`src/rtl/exu_mem_arb_pkg.sv`:
```
// Shared types for the fetch / load-store memory arbiter.
package exu_mem_arb_pkg;

  typedef enum logic {
    ARB_ID_IF = 1'b0,
    ARB_ID_LS = 1'b1
  } mem_arb_id_e;

  typedef enum logic {
    ARB_IDLE,
    ARB_HOLD
  } mem_arb_state_e;

  // Pointer width for a FIFO of the given depth (at least one bit).
  function automatic int unsigned ptr_w(input int unsigned depth);
    return (depth > 1) ? $clog2(depth) : 1;
  endfunction

endpackage

```
`src/rtl/exu_mem_arb_fifo.sv`:
```
// Grant-order ID FIFO: synchronous, DEPTH entries, supports push and pop in the same cycle.
module exu_mem_arb_fifo
  import exu_mem_arb_pkg::*;
#(
  parameter int unsigned DEPTH = 2,
  localparam int unsigned CW = $clog2(DEPTH + 1)
) (
  input  logic          clk,
  input  logic          rst_n,
  input  logic          push_i,
  input  mem_arb_id_e   push_id_i,
  input  logic          pop_i,
  output mem_arb_id_e   head_id_o,
  output logic          full_o,
  output logic          empty_o,
  output logic [CW-1:0] count_o
);

  localparam int unsigned PW = ptr_w(DEPTH);

  mem_arb_id_e   mem_q [DEPTH];
  logic [PW-1:0] wr_ptr_q, rd_ptr_q;
  logic [CW-1:0] cnt_q;
  logic          do_push, do_pop;

  function automatic logic [PW-1:0] inc_ptr(input logic [PW-1:0] p);
    return (p == PW'(DEPTH - 1)) ? '0 : p + 1'b1;
  endfunction

  assign full_o    = (cnt_q == CW'(DEPTH));
  assign empty_o   = (cnt_q == '0);
  assign count_o   = cnt_q;
  assign head_id_o = mem_q[rd_ptr_q];
  assign do_push   = push_i & ~full_o;
  assign do_pop    = pop_i & ~empty_o;

  always_ff @(posedge clk) begin
    if (!rst_n) begin
      wr_ptr_q <= '0;
      rd_ptr_q <= '0;
      cnt_q    <= '0;
    end else begin
      if (do_push) begin
        mem_q[wr_ptr_q] <= push_id_i;
        wr_ptr_q        <= inc_ptr(wr_ptr_q);
      end
      if (do_pop) begin
        rd_ptr_q <= inc_ptr(rd_ptr_q);
      end
      case ({do_push, do_pop})
        2'b10:   cnt_q <= cnt_q + 1'b1;
        2'b01:   cnt_q <= cnt_q - 1'b1;
        default: cnt_q <= cnt_q;
      endcase
    end
  end

endmodule

```
`src/rtl/exu_mem_arb.sv`:
```
// Arbitrates fetch and load/store onto one bus master port, routing in-order responses back.
// Define EXU_MEM_ARB_RR_EN for round-robin arbitration; default is fixed LS-over-IF priority.
module exu_mem_arb
  import exu_mem_arb_pkg::*;
#(
  parameter int unsigned AW        = 32,
  parameter int unsigned DW        = 32,
  parameter int unsigned MAX_OUTST = 2
) (
  input  logic            clk,
  input  logic            rst_n,
  input  logic            if_req_vld,
  output logic            if_req_rdy,
  input  logic [AW-1:0]   if_req_addr,
  output logic            if_rsp_vld,
  output logic [DW-1:0]   if_rsp_rdata,
  input  logic            ls_req_vld,
  output logic            ls_req_rdy,
  input  logic [AW-1:0]   ls_req_addr,
  input  logic            ls_req_wr,
  input  logic [DW-1:0]   ls_req_wdata,
  input  logic [DW/8-1:0] ls_req_wstrb,
  output logic            ls_rsp_vld,
  output logic [DW-1:0]   ls_rsp_rdata,
  output logic            bus_req_vld,
  input  logic            bus_req_rdy,
  output logic [AW-1:0]   bus_req_addr,
  output logic            bus_req_wr,
  output logic [DW-1:0]   bus_req_wdata,
  output logic [DW/8-1:0] bus_req_wstrb,
  input  logic            bus_rsp_vld,
  input  logic [DW-1:0]   bus_rsp_rdata
);

  localparam int unsigned CW = $clog2(MAX_OUTST + 1);

  mem_arb_state_e state_q, state_d;
  mem_arb_id_e    win_q, win_d;
  mem_arb_id_e    pick, sel, head_id;
  logic [CW-1:0]  outst_cnt;
  logic           fifo_full, fifo_empty;
  logic           grant_ok, hs, push, pop;

  assign grant_ok = (outst_cnt < CW'(MAX_OUTST));

`ifdef EXU_MEM_ARB_RR_EN
  mem_arb_id_e rr_q, rr_d;

  // rr_q names the requester that wins when both are valid.
  always_comb begin
    if (if_req_vld && ls_req_vld) pick = rr_q;
    else                          pick = ls_req_vld ? ARB_ID_LS : ARB_ID_IF;
    rr_d = rr_q;
    if (hs) rr_d = (sel == ARB_ID_LS) ? ARB_ID_IF : ARB_ID_LS;
  end

  always_ff @(posedge clk) begin
    if (!rst_n) rr_q <= ARB_ID_IF;
    else        rr_q <= rr_d;
  end
`else
  assign pick = ls_req_vld ? ARB_ID_LS : ARB_ID_IF;
`endif

  always_comb begin
    sel           = (state_q == ARB_HOLD) ? win_q : pick;
    bus_req_vld   = (state_q == ARB_HOLD) || (grant_ok && (if_req_vld || ls_req_vld));
    bus_req_addr  = '0;
    bus_req_wr    = 1'b0;
    bus_req_wdata = '0;
    bus_req_wstrb = '0;
    if (bus_req_vld) begin
      if (sel == ARB_ID_LS) begin
        bus_req_addr  = ls_req_addr;
        bus_req_wr    = ls_req_wr;
        bus_req_wdata = ls_req_wdata;
        bus_req_wstrb = ls_req_wstrb;
      end else begin
        bus_req_addr  = if_req_addr;
      end
    end
    hs         = bus_req_vld && bus_req_rdy;
    if_req_rdy = hs && (sel == ARB_ID_IF);
    ls_req_rdy = hs && (sel == ARB_ID_LS);
    push       = hs && !fifo_full;

    // Responses with nothing outstanding (e.g. stale after reset) are dropped.
    pop          = bus_rsp_vld && !fifo_empty;
    if_rsp_vld   = pop && (head_id == ARB_ID_IF);
    ls_rsp_vld   = pop && (head_id == ARB_ID_LS);
    if_rsp_rdata = if_rsp_vld ? bus_rsp_rdata : '0;
    ls_rsp_rdata = ls_rsp_vld ? bus_rsp_rdata : '0;
  end

  always_comb begin
    state_d = state_q;
    win_d   = win_q;
    case (state_q)
      ARB_IDLE: begin
        if (bus_req_vld && !bus_req_rdy) begin
          state_d = ARB_HOLD;
          win_d   = sel;
        end
      end
      ARB_HOLD: begin
        if (bus_req_rdy) state_d = ARB_IDLE;
      end
      default: state_d = ARB_IDLE;
    endcase
  end

  always_ff @(posedge clk) begin
    if (!rst_n) begin
      state_q <= ARB_IDLE;
      win_q   <= ARB_ID_IF;
    end else begin
      state_q <= state_d;
      win_q   <= win_d;
    end
  end

  exu_mem_arb_fifo #(
    .DEPTH (MAX_OUTST)
  ) u_fifo (
    .clk       (clk),
    .rst_n     (rst_n),
    .push_i    (push),
    .push_id_i (sel),
    .pop_i     (pop),
    .head_id_o (head_id),
    .full_o    (fifo_full),
    .empty_o   (fifo_empty),
    .count_o   (outst_cnt)
  );

endmodule

```
`config.mk`:
```
export PLATFORM = sky130hd
export DESIGN_NAME = exu_mem_arb
export DESIGN_NICKNAME = d
export VERILOG_FILES = /design/src/rtl/exu_mem_arb_pkg.sv /design/src/rtl/exu_mem_arb_fifo.sv /design/src/rtl/exu_mem_arb.sv
export SDC_FILE = /design/constraint.sdc
export NUM_CORES = 1
export LEC_CHECK = 0
export ABC_AREA = 1
export CAP_MARGIN = 30
export CORE_AREA = 2 2 108 110
export CTS_CLUSTER_SIZE = 25
export DETAILED_ROUTE_END_ITERATION = 8
export DIE_AREA = 0 0 110 112
export SYNTH_ARGS = -nofsm -noshare
export SYNTH_HDL_FRONTEND = slang
export SYNTH_SLANG_ARGS = --single-unit
```
`constraint.sdc`:
```
create_clock -name clk -period 4.1 [get_ports clk]
set_input_delay 0.82 -clock clk [delete_from_list [all_inputs] [get_ports clk]]
set_output_delay 0.82 -clock clk [all_outputs]
set_load 0.1 [all_outputs]
```
Word-level counts from Yosys, hierarchy flattened. Memory sizes are Yosys's and may differ from the RTL's. A register that Yosys moved wholly into a read port is not among the register bits. Cells that the tools add are included.

Register bits: 6. Bits in latches: 0. Memory bits (writable): 2. Memory bits (read-only): 0. Output and inout port bits: 138. Word-level logic and storage cells: 61. Memories: 1.

Memories: u_fifo.mem_q (depth 2, bits a word 1, rd ports 1, clocked after memory_dff 1, wr ports 1, line exu_mem_arb_fifo.sv:21) `mem_arb_id_e mem_q [DEPTH];`.

$add $sub $neg: 4. Multiply operators: 0. Divide/modulo/power cells: 0. Order comparisons: 1. Equality and inequality tests: 3. Shifts and indexed selects: 0. Muxes and demuxes: 23. Bitwise logic cells: 7. Reductions and logical operators: 17.

Operators by type and width (count): two-way mux 32 bit (6); two-way mux 1 bit (13); logical AND 1 bit (9); two-way mux 4 bit (2); NOT 1 bit (5); == test 2 bit, second input constant (2); case mux 2 bit (2 select lines) (1); zero test 1 bit (3); adder 1 bit, second input constant (2); adder 2 x 1 -> 2 bit, second input constant (1); bitwise AND 1 bit (2); == test 2 x 1 -> 1 bit, second input constant (1); zero test 2 bit (1); logical OR 1 bit (2); less-than comparator 2 bit, second input constant (1); case mux 1 bit (2 select lines) (1); AND reduction 2 bit (1); nonzero test 2 bit (1); subtractor 2 x 1 -> 2 bit, second input constant (1).

Depth between registers and ports, before layout.
Depth after elaboration: 9. Gate-level depth with buffers: 8.

Modules after synthesis. Synthesis repeated with hierarchy kept, for this count alone.

Cells, all modules: 364. Area total of the unflattened synthesis: 1675.4 sq um.

By module, submodules not included: exu_mem_arb (instances 1, cells each 322, area each 1340.0 sq um); exu_mem_arb_fifo (instances 1, cells each 42, area each 335.3 sq um).

Worst setup path after synthesis. No wires, ideal clock.

Path type: input to output. Start: input port ls_req_vld. End: output port ls_req_rdy. Data arrival time: 3286 ps. Data required time: 3280 ps. Path slack: -6 ps. Cell stages on the path: 7. Path buffers: 1. Cells stage by stage: inv_2 -> nand2_1 -> nand2_1 -> nand2_4 -> inv_2 -> buf_6 -> nor3_1.

Word-level cells in the longest chain between the ends: 5.

Ends and longest elaborated chain: start: declaration (line exu_mem_arb.sv:17) `input logic ls_req_vld,`; logical OR 1 bit (line exu_mem_arb.sv:67) `bus_req_vld = (state_q == ARB_HOLD) || (grant_ok && (if_req_vld || ls_req_vld));`; logical AND 1 bit (line exu_mem_arb.sv:67); logical OR 1 bit (line exu_mem_arb.sv:67); logical AND 1 bit (line exu_mem_arb.sv:82) `hs = bus_req_vld && bus_req_rdy;`; logical AND 1 bit * (line exu_mem_arb.sv:84) `ls_req_rdy = hs && (sel == ARB_ID_LS);`; end: declaration (line exu_mem_arb.sv:18) `output logic ls_req_rdy,`.

Mark *: on every way between the ends. The rest lies on a longest branch, timed or not.

Worst setup path in the final report.
Start: input port ls_req_vld. End: output port bus_req_wstrb[3].

Word-level cells in the longest chain between the ends: 4.

Ends and longest elaborated chain: two-way mux 1 bit / logical OR 1 bit (equally long branches) (line exu_mem_arb.sv:62, exu_mem_arb.sv:67); two-way mux 1 bit / logical AND 1 bit (equally long branches) (line exu_mem_arb.sv:66, exu_mem_arb.sv:67); two-way mux 4 bit / logical OR 1 bit (equally long branches) (line exu_mem_arb.sv:73, exu_mem_arb.sv:67); two-way mux 4 bit * (line exu_mem_arb.sv:72) `if (bus_req_vld) begin`; end: declaration (line exu_mem_arb.sv:30) `output logic [DW/8-1:0] bus_req_wstrb,`.

Marks and branches as above.

==> impl_metrics.toml <==
[run_status]
status = "complete, no violations"

[routing]
drc = 0
vias = 3075
dr.pass1.iters = 6
via_per_inst = 4.041
ant_nets = 0
drt_wl_total_um = 10280
wl_per_cell_um = 13.51
drt-initial-drc-count = 93

[placed_design]
gp_congestion = 0.8211
port_buffers = 276
dp_hpwl_um = 8777

[synthesis]
synth_seq_cells = 9
synth_area_um2 = 1719
yosysWarnings = 0
ys_seq_area_share_pct = 11.64
netlist_instances = 356
ys_types = 27
syn_avg_cell_area_um2 = 4.829
syn-num-nets = 496

[setup_path]
cp_max_fo = 40
start_kind = "input port"
r2r-end = "state_q"
critical_path_class = "in2out"
critPathRequiredTime_ps = 3280
reg2reg_slack_ps = 2510
crit_arrival_ps = 2710
worst_setup_path_end_kind = "output pin"
reg2reg_depth = 5
reg2reg_from = "u_fifo.count_o[1]"

[power]
p_sw_mw = 2.520
p_leak_nw = 2.522
powerDensity_nw_per_um2 = 723.7
p_int_mw = 1.204
ir_drop_uv = 367.7
switching_share_pct = 67.67
seqPwrFrac_pct = 3.8
power.clock.fraction_pct = 4.6
combPwrFrac_pct = 91.6

[floorplan]
num_rows = 39
core_um2 = 11170
ios = 277
die_h_um = 112
die_w_um = 110
fp.dieArea_um2 = 12320
initial_utilization_pct = 15.38

[timing]
tightestPinTransition_ps = 667.8
slew_viol_final = 0
slew_headroom_pct = 55.41
rsz0062_at_grt = "no"
clock_skew_ps = 0.8945
fin_crit_ps = 3532
setup_viol = 0
period_share_pct = 86.15
fmax_ghz = 0.2831
tns_ps = 0
whs_ps = 494.3
hold_viol = 0

[clocking]
htreeDepth = 1
cts_tree = "done"
cts_hold_buf = 0
clk_latency_ps = 230
cts-root-buf = "clkbuf_16"
cts-buffers-inserted = 3
cts_setup_buffers = 0
clk_pin_slew_ps = 40
ctsResizeCount = 0
cts_buffer_depth = 2
clock-sinks = 9

[layout]
post-route-util_pct = 46.05
area_growth_pct = 199.3
final_cell_mix = "nor2_1, clkdlybuf4s50_1, buf_12, buf_4, nand2_1"
final_common_cell = "nor2_1"
drive_above_1_share_pct = 26.42
final_nets = 758

[job]
cap_violations = 0

[global_routing]
antenna_found_initial = 1
gr-usage-all-layers_pct = 15.56
grt_pass1_vias = 3042
grt_pass1_wl_um = 15120
grt_start_max_net_pins = 41
overflow = 0

[hold_path]
hold_class = "reg2reg"
hold_depth = 2
hold_end = "u_fifo.rd_ptr_q"
hp-start = "u_fifo.rd_ptr_q"
power by group through the flow:
stage               clock [mW]  combinational (mW)  sequential (mW)
finish                   0.170                3.41            0.141
global route             0.177                3.54            0.146
CTS                      0.174                3.44            0.142
detailed placement           0                3.43            0.143
global placement             0                3.42            0.141
floorplan                    0                2.35            0.137
synth_stat cells:
master	number	area share, %
a21oi_1	1	0.29
a31oi_1	1	0.36
buf_2	7	2.0
buf_4	6	2.6
buf_6	7	4.6
clkbuf_2	3	0.87
dfxtp_1	7	8.2
edfxtp_1	2	3.5
ha_1	1	0.73
inv_1	42	9.2
inv_2	6	1.3
inv_4	1	0.36
nand2_1	50	11
nand2_2	1	0.36
nand2_4	3	2.0
nand3_1	1	0.29
nand4_1	4	1.5
nor2_1	171	37
nor2_2	1	0.36
nor2_4	1	0.65
nor3_1	2	0.58
nor3_2	1	0.58
o21ai_0	31	9.0
o21ai_1	2	0.58
o21ai_2	2	1.0
or2_2	1	0.36
xor2_1	1	0.51
final cells by class:
type                       instances  area, um2
multi-input combinational        275       1164
tap                              143      178.9
antenna                            1      2.502
fill                            1076       6028
timing repair buffer             280       3336
clock buffer                       4      78.83
sequential                         9      200.2
inverter                          49      186.4
logic make-up after synthesis:
group | count (synthesis) | share of synthesized area (%)
simple gates | 236 | 54.88
buf+inv | 72 | 20.96
compound gates | 37 | 11.28
flops | 9 | 11.64
xor+xnor | 1 | 0.5096
fa+ha+maj | 1 | 0.7277
worst max path at each step:
stage | startpoint | end | cells after the start
2_1_floorplan | bus_rsp_vld | if_rsp_rdata[10] | 5
3_3_place_gp | ls_req_vld | bus_req_wdata[31] | 8
3_5_place_dp | ls_req_vld | bus_req_wdata[12] | 8
4_1_cts | ls_req_vld | bus_req_wdata[12] | 8
5_1_grt | ls_req_vld | bus_req_wdata[12] | 8
6_report | ls_req_vld | bus_req_wstrb[3] | 8
per-stage QoR:
stage | area [um2] | cells | power (mW) | setup WS [ps]
floorplan | 1724 | 356 | 2.491 | 277.5
global placement | 5065 | 756 | 3.557 | 614.3
detailed placement | 5065 | 756 | 3.573 | 546.4
CTS | 5144 | 760 | 3.752 | 536.1
global route | 5146 | 761 | 3.862 | 366.5
finish | 5146 | 761 | 3.724 | 567.7
per-layer routing:
metal | wire length [um] | up-vias | GRT usage [%]
met4 | 119 | 0 | 3.207
met2 | 5372 | 175 | 30.06
met5 | 0 | - | 0
met3 | 1327 | 6 | 5.386
met1 | 3462 | 1316 | 15.64
li1 | - | 1578 | -
worst max-delay path, stage by stage:
cell             delay, ps
clkdlybuf4s50_1        430
inv_2                   90
nand2_1                 70
nand2_1                100
nand2_4                200
inv_2                  560
nor2_1                 200
buf_12                 220
Note: power is estimated with default switching activity, not from simulation.
